===== config.mk =====
export PLATFORM = sky130hd
export DESIGN_NAME = escritor_replicacao_flat
export DESIGN_NICKNAME = d
export VERILOG_FILES = /design/src/rtl/escritor_replicacao_if.sv /design/src/rtl/escritor_replicacao.sv /design/src/flat_wrapper.sv
export SDC_FILE = /design/constraint.sdc
export NUM_CORES = 1
export LEC_CHECK = 0
export ABC_CLOCK_PERIOD_IN_PS = 5150
export CORE_MARGIN = 2
export CORE_UTILIZATION = 53
export CTS_CLUSTER_DIAMETER = 30
export DETAILED_ROUTE_END_ITERATION = 7
export GPL_ROUTABILITY_DRIVEN = 0
export GPL_TIMING_DRIVEN = 0
export PLACE_DENSITY = 0.74
export SLEW_MARGIN = 20
export SYNTH_ARGS = -nofsm -noshare
export SYNTH_HDL_FRONTEND = slang
export SYNTH_SLANG_ARGS = --single-unit

===== constraint.sdc =====
create_clock -name clock -period 5.15 [get_ports clock]
set_input_delay 1.03 -clock clock [delete_from_list [all_inputs] [get_ports clock]]
set_output_delay 1.03 -clock clock [all_outputs]
set_load 0.05 [all_outputs]

===== src/rtl/escritor_replicacao_if.sv =====
// escritor_replicacao_if
// Bundles the source pixel stream (valid/ready) and the destination frame-buffer
// write port of the pixel-replication writer.
//   pixel_in, pixel_valido : upstream -> writer, source pixel and its valid
//   pixel_pronto           : writer -> upstream, writer can accept a pixel
//   endereco_escrita       : writer -> RAM, write address
//   dado_escrita           : writer -> RAM, write data
//   wren                   : writer -> RAM, write enable
// master: the writer (drives the RAM port and pixel_pronto).
// slave : the environment (upstream source plus destination RAM).
interface escritor_replicacao_if #(
  parameter int DATA_W = 8,
  parameter int ADDR_W = 17
);
  logic [DATA_W-1:0] pixel_in;
  logic              pixel_valido;
  logic              pixel_pronto;
  logic [ADDR_W-1:0] endereco_escrita;
  logic [DATA_W-1:0] dado_escrita;
  logic              wren;

  modport master (
    input  pixel_in, pixel_valido,
    output pixel_pronto, endereco_escrita, dado_escrita, wren
  );

  modport slave (
    output pixel_in, pixel_valido,
    input  pixel_pronto, endereco_escrita, dado_escrita, wren
  );
endinterface


===== src/rtl/escritor_replicacao.sv =====
// escritor_replicacao
// Accepts source pixels in raster order and writes each one FATOR x FATOR times
// into a destination frame buffer, producing a nearest-neighbour zoomed image of
// (LARG_ORIG*FATOR) x (ALT_ORIG*FATOR) pixels.
// Ports:
//   clock     : system clock, rising edge
//   reset     : synchronous, active-high
//   iniciar   : one-cycle frame start pulse (ignored while busy)
//   bus       : pixel stream in + RAM write port out (master side)
//   ocupado   : a frame is in progress
//   concluido : one-cycle pulse the cycle after the last write of a frame
//
// state   | meaning
// OCIOSO  | idle, waiting for iniciar
// RECEBE  | pixel_pronto high, waiting for a source pixel
// ESCREVE | emitting the FATOR*FATOR replicated writes of the latched pixel
// FIM     | concluido pulse, then back to OCIOSO
module escritor_replicacao #(
  parameter int LARG_ORIG = 160,
  parameter int ALT_ORIG  = 120,
  parameter int FATOR     = 2,
  parameter int ADDR_W    = 17,
  parameter int DATA_W    = 8
) (
  input  logic                  clock,
  input  logic                  reset,
  input  logic                  iniciar,
  escritor_replicacao_if.master bus,
  output logic                  ocupado,
  output logic                  concluido
);

  localparam int LD  = LARG_ORIG * FATOR;
  localparam int X_W = (LARG_ORIG > 1) ? $clog2(LARG_ORIG) : 1;
  localparam int Y_W = (ALT_ORIG > 1) ? $clog2(ALT_ORIG) : 1;
  localparam int C_W = (FATOR > 1) ? $clog2(FATOR) : 1;

  localparam logic [ADDR_W-1:0] LD_A        = ADDR_W'(LD);
  localparam logic [ADDR_W-1:0] PASSO_X     = ADDR_W'(FATOR);
  // From the last pixel of a row to the first of the next: skip the FATOR-1
  // replicated lines already written, i.e. base becomes (y+1)*FATOR*LD.
  localparam logic [ADDR_W-1:0] PASSO_LINHA = ADDR_W'(FATOR + (FATOR - 1) * LD);
  localparam logic [X_W-1:0]    X_ULT       = X_W'(LARG_ORIG - 1);
  localparam logic [Y_W-1:0]    Y_ULT       = Y_W'(ALT_ORIG - 1);
  localparam logic [C_W-1:0]    C_ULT       = C_W'(FATOR - 1);

  typedef enum logic [1:0] {
    OCIOSO  = 2'd0,
    RECEBE  = 2'd1,
    ESCREVE = 2'd2,
    FIM     = 2'd3
  } estado_t;

  estado_t           estado_q, estado_d;
  logic [X_W-1:0]    x_q, x_d;
  logic [Y_W-1:0]    y_q, y_d;
  logic [ADDR_W-1:0] base_q, base_d;
  logic [ADDR_W-1:0] ofs_q, ofs_d;
  logic [C_W-1:0]    i_q, i_d;
  logic [C_W-1:0]    j_q, j_d;
  logic [ADDR_W-1:0] end_q, end_d;
  logic [DATA_W-1:0] dado_q, dado_d;
  logic              wren_q, wren_d;
  logic              pronto_q, pronto_d;
  logic              ocupado_q, ocupado_d;
  logic              concluido_q, concluido_d;

  always_comb begin
    estado_d = estado_q;
    x_d      = x_q;
    y_d      = y_q;
    base_d   = base_q;
    ofs_d    = ofs_q;
    i_d      = i_q;
    j_d      = j_q;
    end_d    = end_q;
    dado_d   = dado_q;
    wren_d   = 1'b0;

    case (estado_q)
      OCIOSO: begin
        if (iniciar) begin
          x_d      = '0;
          y_d      = '0;
          base_d   = '0;
          ofs_d    = '0;
          i_d      = '0;
          j_d      = '0;
          estado_d = RECEBE;
        end
      end

      RECEBE: begin
        // pixel_pronto is registered high for exactly this state
        if (bus.pixel_valido && pronto_q) begin
          dado_d   = bus.pixel_in;
          i_d      = '0;
          j_d      = '0;
          ofs_d    = '0;
          end_d    = base_q;
          wren_d   = 1'b1;
          estado_d = ESCREVE;
        end
      end

      ESCREVE: begin
        // end_q is the address currently presented (base + ofs + i);
        // compute the next one incrementally.
        if (i_q != C_ULT) begin
          i_d    = i_q + C_W'(1);
          end_d  = end_q + ADDR_W'(1);
          wren_d = 1'b1;
        end else if (j_q != C_ULT) begin
          i_d    = '0;
          j_d    = j_q + C_W'(1);
          ofs_d  = ofs_q + LD_A;
          end_d  = base_q + ofs_q + LD_A;
          wren_d = 1'b1;
        end else if ((x_q == X_ULT) && (y_q == Y_ULT)) begin
          estado_d = FIM;
        end else begin
          estado_d = RECEBE;
          if (x_q != X_ULT) begin
            x_d    = x_q + X_W'(1);
            base_d = base_q + PASSO_X;
          end else begin
            x_d    = '0;
            y_d    = y_q + Y_W'(1);
            base_d = base_q + PASSO_LINHA;
          end
        end
      end

      FIM: begin
        estado_d = OCIOSO;
      end

      default: begin
        estado_d = OCIOSO;
      end
    endcase

    // Status outputs are registered decodes of the next state.
    pronto_d    = (estado_d == RECEBE);
    ocupado_d   = (estado_d != OCIOSO);
    concluido_d = (estado_d == FIM);
  end

  always_ff @(posedge clock) begin
    if (reset) begin
      estado_q    <= OCIOSO;
      x_q         <= '0;
      y_q         <= '0;
      base_q      <= '0;
      ofs_q       <= '0;
      i_q         <= '0;
      j_q         <= '0;
      end_q       <= '0;
      dado_q      <= '0;
      wren_q      <= 1'b0;
      pronto_q    <= 1'b0;
      ocupado_q   <= 1'b0;
      concluido_q <= 1'b0;
    end else begin
      estado_q    <= estado_d;
      x_q         <= x_d;
      y_q         <= y_d;
      base_q      <= base_d;
      ofs_q       <= ofs_d;
      i_q         <= i_d;
      j_q         <= j_d;
      end_q       <= end_d;
      dado_q      <= dado_d;
      wren_q      <= wren_d;
      pronto_q    <= pronto_d;
      ocupado_q   <= ocupado_d;
      concluido_q <= concluido_d;
    end
  end

  assign bus.pixel_pronto     = pronto_q;
  assign bus.endereco_escrita = end_q;
  assign bus.dado_escrita     = dado_q;
  assign bus.wren             = wren_q;
  assign ocupado              = ocupado_q;
  assign concluido            = concluido_q;

endmodule


===== src/flat_wrapper.sv =====
// flat-port wrapper written by rule: the top's interface ports become plain ports
module escritor_replicacao_flat 
#(
  parameter int LARG_ORIG = 160,
  parameter int ALT_ORIG  = 120,
  parameter int FATOR     = 2,
  parameter int ADDR_W    = 17,
  parameter int DATA_W    = 8
)
  (clock, reset, iniciar, ocupado, concluido, bus_pixel_in, bus_pixel_valido, bus_pixel_pronto, bus_endereco_escrita, bus_dado_escrita, bus_wren);
  escritor_replicacao_if #(.DATA_W(DATA_W), .ADDR_W(ADDR_W)) bus_i ();
  input  logic clock;
  input  logic reset;
  input  logic iniciar;
  output logic ocupado;
  output logic concluido;
  input wire logic [$bits(bus_i.pixel_in)-1:0] bus_pixel_in;
  input wire logic [$bits(bus_i.pixel_valido)-1:0] bus_pixel_valido;
  output wire logic [$bits(bus_i.pixel_pronto)-1:0] bus_pixel_pronto;
  output wire logic [$bits(bus_i.endereco_escrita)-1:0] bus_endereco_escrita;
  output wire logic [$bits(bus_i.dado_escrita)-1:0] bus_dado_escrita;
  output wire logic [$bits(bus_i.wren)-1:0] bus_wren;
  assign bus_i.pixel_in = bus_pixel_in;
  assign bus_i.pixel_valido = bus_pixel_valido;
  assign bus_pixel_pronto = bus_i.pixel_pronto;
  assign bus_endereco_escrita = bus_i.endereco_escrita;
  assign bus_dado_escrita = bus_i.dado_escrita;
  assign bus_wren = bus_i.wren;
  escritor_replicacao #(.LARG_ORIG(LARG_ORIG), .ALT_ORIG(ALT_ORIG), .FATOR(FATOR), .ADDR_W(ADDR_W), .DATA_W(DATA_W)) u_core (.clock(clock), .reset(reset), .iniciar(iniciar), .bus(bus_i), .ocupado(ocupado), .concluido(concluido));
endmodule

## Word level (Yosys, flattened, before mapping)

Index checks and enable logic that the tools add are counted.

| storage, ports and cells | value |
|---|---|
| bits of input ports | 12 |
| logic and storage cells | 97 |
| output and inout bits | 29 |
| bits in registers | 82 |

| cells by class | value |
|---|---|
| add/sub/neg operators | 10 |
| muxes and demuxes | 44 |
| eq/ne operators | 16 |
| reduce and logical (&&, ||, !) cells | 14 |

Operators by type and width:

| operator | number |
|---|---|
| two-way mux 17 bit | 11 |
| one-hot mux 17 bit (2 select lines) | 2 |
| adder 17 x 9 -> 17 bit (second input constant) | 3 |
| one-hot mux 17 bit (3 select lines) | 1 |
| two-way mux 8 bit | 5 |
| two-way mux 7 bit | 5 |
| adder 17 x 1 -> 17 bit (second input constant) | 1 |
| adder 17 bit | 1 |
| adder 17 x 2 -> 17 bit (second input constant) | 1 |
| one-hot mux 8 bit (2 select lines) | 1 |
| one-hot mux 7 bit (2 select lines) | 1 |
| two-way mux 2 bit | 5 |
| AND reduction 5 bit | 2 |
| two-way mux 1 bit | 9 |
| adder 8 x 1 -> 8 bit (second input constant) | 1 |
| == test 8 bit (second input constant) | 1 |
| inequality test 2 bit (second input constant) | 4 |
| inequality test 8 bit (second input constant) | 1 |
| one-hot mux 2 bit (4 select lines) | 1 |
| adder 7 x 1 -> 7 bit (second input constant) | 1 |
| == test 7 bit (second input constant) | 1 |
| == test 2 bit (second input constant) | 3 |
| inequality test 2 x 1 -> 1 bit (second input constant) | 3 |
| one-hot mux 1 bit (3 select lines) | 2 |
| other kinds (12) | 18 |

## Longest topological paths before layout

| depth | value |
|---|---|
| depth in word-level cells | 7 |
| depth in mapped cells | 11 |

## Least setup slack after synthesis

OpenSTA, ideal clock, no wires.

| path | value |
|---|---|
| path type | input-to-reg |
| from | input bus_pixel_valido |
| to | register u_core.end_q[14] (netlist: u_core.bus.endereco_escrita[14]) |
| required time | 5.019 ns |
| stages on the path | 7 |
| setup slack | 2.603 ns |
| arrival | 2.416 ns |
| cells stage by stage | a21boi_0 > or3b_1 > clkbuf_1 > nor2_1 > mux2_2 > a221oi_1 > o22ai_1 |

| between the ends | value |
|---|---|
| cells in the longest elaborated chain, start to end | 3 |

RTL lines:

| element | line | source |
|---|---|---|
| start: declaration | flat_wrapper.sv:18 | `input wire logic [$bits(bus_i.pixel_valido)-1:0] bus_pixel_valido;` |
| logical AND 1 bit | escritor_replicacao.sv:95 | `if (bus.pixel_valido && pronto_q) begin` |
| inequality test 2 x 1 -> 1 bit (no source line) | - |  |
| AND reduction 3 bit (no source line) | - |  |
| end signal: assignment | escritor_replicacao.sv:172 | `end_q <= end_d;` |
| end: declaration | escritor_replicacao.sv:61 | `logic [ADDR_W-1:0] end_q, end_d;` |

No other way between the ends.
A chain may end at the register's enable or synchronous reset.

## Worst setup path in the final report

Ends and elaborated chain as after synthesis.

==> results.py <==
metrics = {
    "timing": {
        "slew_headroom_pct": 44.5,
        "rsz0062_at_grt": "no",
        "finalCritPeriodShare_pct": 58.5,
        "slew_violations": 0,
        "fin_crit_ps": 3010,
        "worstMarginPinSlew_ps": 830,
        "finalSetupViolCount": 0,
        "finalClockSkew_ps": 16.3,
        "tns_ps": 0,
        "max_freq_mhz": 332,
        "finalHoldViolations": 0,
    },
    "setup_path": {
        "critPathMaxStageDelay_ps": 490,
        "critPathArrivalTime_ps": 3250,
        "end_kind": "flip-flop",
        "worst_path_max_delay_cell": "a21boi_0",
        "path_max_fanout": 9,
        "crit_path_start_kind": "primary input",
        "crit_type": "in -> reg",
        "critPathTopFamily": "compound AO/OA/AOI/OAI gates",
        "cp.required_ps": 5380,
        "path_cells": "clkdlybuf4s50_1 > a21boi_0 > or3b_1 > clkbuf_1 > nor2_1 > mux2_2 > a221oi_1 > o22ai_1",
        "path_buf_inv": 2,
    },
    "power": {
        "ir_worst_vdd_uv": 150,
        "p_leak_nw": 2.04,
        "power.density_mw_per_mm2": 327,
    },
    "floorplan": {
        "core_mm2": 0.00826,
        "rows": 33,
        "pin_count": 41,
        "die_y_um": 96.7,
        "dieWidth_um": 96.7,
        "start_util_pct": 55.1,
        "fp.dieArea_mm2": 0.00934,
    },
    "clock_network": {
        "cts_sinks": 75,
        "cts_buffer_depth": 2,
        "cts_tree": "yes",
        "holdBufCountCts": 0,
        "cts_buffers": 9,
        "cts-root-buf": "clkbuf_8",
        "clock_latency_ps": 360,
        "clk_pin_slew_ps": 90,
        "post_cts_resized": 0,
        "post-cts-setup-buffers": 0,
        "htreeDepth": 3,
    },
    "flow_run": {
        "maxCapViolations": 0,
    },
    "route": {
        "vias": 4214,
        "wl_met3_um": 634,
        "wl_per_cell_um": 16.2,
        "first_pass_iters": 4,
        "ant_nets": 0,
        "drt-met1-wl_mm": 5.18,
        "wl_mm": 11.6,
        "drt-initial-drc-count": 247,
        "wl_met2_mm": 5.53,
        "top_layer": "met4",
        "drc": 0,
        "vias_per_cell": 5.87,
    },
    "layout": {
        "multiInputGateArea_mm2": 0.00285,
        "layout_common_cells": "75 x dfxtp_1, 67 x nor2_1, 54 x nand2_1, 39 x clkdlybuf4s50_1, 34 x a21oi_1",
        "fillers": 750,
        "final_nets": 653,
        "drive_gt1_share_pct": 5.87,
        "area_growth_pct": 16.1,
        "num_antenna_cells": 0,
        "stdcell_count": 718,
        "layout_commonest_cell": "dfxtp_1",
        "seq_area_mm2": 0.00150,
    },
    "yosys": {
        "syn_nets": 603,
        "ys_warn_count": 0,
        "synthCells": 558,
        "yosysTopAreaCellShare_pct": 33.0,
        "ys_ff_latch": 75,
        "yosysTopAreaCell": "dfxtp_1",
        "ys_seq_area_share_pct": 33.0,
        "synth.avg_cell_area_um2": 8.16,
        "yosys.cell_types.count": 66,
        "ys.flop_type": "dfxtp_1",
        "synth_area_leaders": "dfxtp_1 33%, ha_1 9.1%, xor2_1 6.0%",
        "synth_area_mm2": 0.00455,
        "synth_edf_count": 0,
        "synthArstFlopShare_pct": 0,
    },
    "global_route": {
        "grt_antenna_before_repair": 0,
        "grt_pass1_wl_mm": 19.2,
        "grt_max_degree": 14,
        "grt_overflow_total": 0,
        "grt_pass1_vias": 4015,
        "track_usage_pct": 24.7,
    },
    "place": {
        "port_buffers": 39,
        "placed_cells": 702,
        "dpl.hpwl_mm": 8.77,
    },
    "worst_hold_path": {
        "holdCritPathClass": "reg -> reg",
    },
    "status": {
        "status": "finished, final reports clean",
    },
}
==> registers in the layout (all words and copies together), names as in the netlist <==
register	cells
u_core.estado_q	2
u_core.concluido	1
u_core.base_q	16
u_core.bus.wren	1
u_core.bus.pixel_pronto	1
u_core.ocupado	1
u_core.bus.dado_escrita	8
u_core.i_q	1
u_core.x_q	8
u_core.bus.endereco_escrita	17
u_core.y_q	7
u_core.ofs_q	11
u_core.j_q	1
==> path summary, 6_finish.rpt <==
path                                endpoint                       start  cells after the start  slack (ps)
min reg2reg       u_core.bus.dado_escrita[0]  u_core.bus.dado_escrita[0]                      2         460
max reg2reg                u_core.base_q[16]               u_core.x_q[1]                      9        2390
min               u_core.bus.dado_escrita[0]  u_core.bus.dado_escrita[0]                      2         460
max          u_core.bus.endereco_escrita[14]            bus_pixel_valido                      8        2140
==> cell type report <==
class	instances	area share (%)
plain buffers	25	2.37
clock buffers	11	2.87
clock inverters	5	1.11
inverters	20	1.42
multi-input cells	438	53.9
flip-flops and latches	75	28.4
well taps	105	2.49
repair buffers	39	7.39
==> where the power goes <==
part	internal, W	leakage (nW)	switching (W)
registers	0.000623	0.607	0.0000488
logic	0.000190	1.33	0.000382
clock network	0.000251	0.102	0.000232
total	0.00106	2.04	0.000663
==> cells in the mapped netlist, types with 16 or more instances <==
cell type and count:
a21oi_1 34, and3_1 16, dfxtp_1 75, ha_1 33, inv_1 18, nand2_1 54
nand3_1 21, nor2_1 67, o21ai_0 27, xnor2_1 20, xor2_1 31
==> cells by family after synthesis <==
group,Yosys count,share of synthesized area (%)
compound gates,123,17.3
xor+xnor,51,9.82
other cells,1,0.0824
simple gates,220,24.0
mux,10,2.28
fa+ha+maj,33,9.07
flops,75,33.0
buf+inv,45,4.40
==> tightest hold or removal path, stage by stage (launching register included) <==
cell     delay, ps
dfxtp_1        310
nand2_1         50
a21oi_1         50
==> metal layers <==
metal,GRT usage (%),vias to the layer above
li1,-,2094
met3,4.19,20
met4,10.3,0
met1,31.7,1978
met2,41.0,122
met5,0,-
==> stage by stage <==
step | util [%] | power (W) | worst slack [ps] | hold slack [ps] | cell area [um^2]
after floorplan | - | 0.00107 | 2600 | 461 | 4550
after global placement | 61.4 | 0.00124 | 1660 | 442 | 5070
after detailed placement | 61.4 | 0.00125 | 1560 | 449 | 5070
after CTS | 64.0 | 0.00173 | 1930 | 461 | 5280
after global routing | 64.0 | 0.00181 | 1980 | 495 | 5280
final | 64.0 | 0.00173 | 2140 | 458 | 5280
Note: power is estimated with default switching activity, not from simulation.
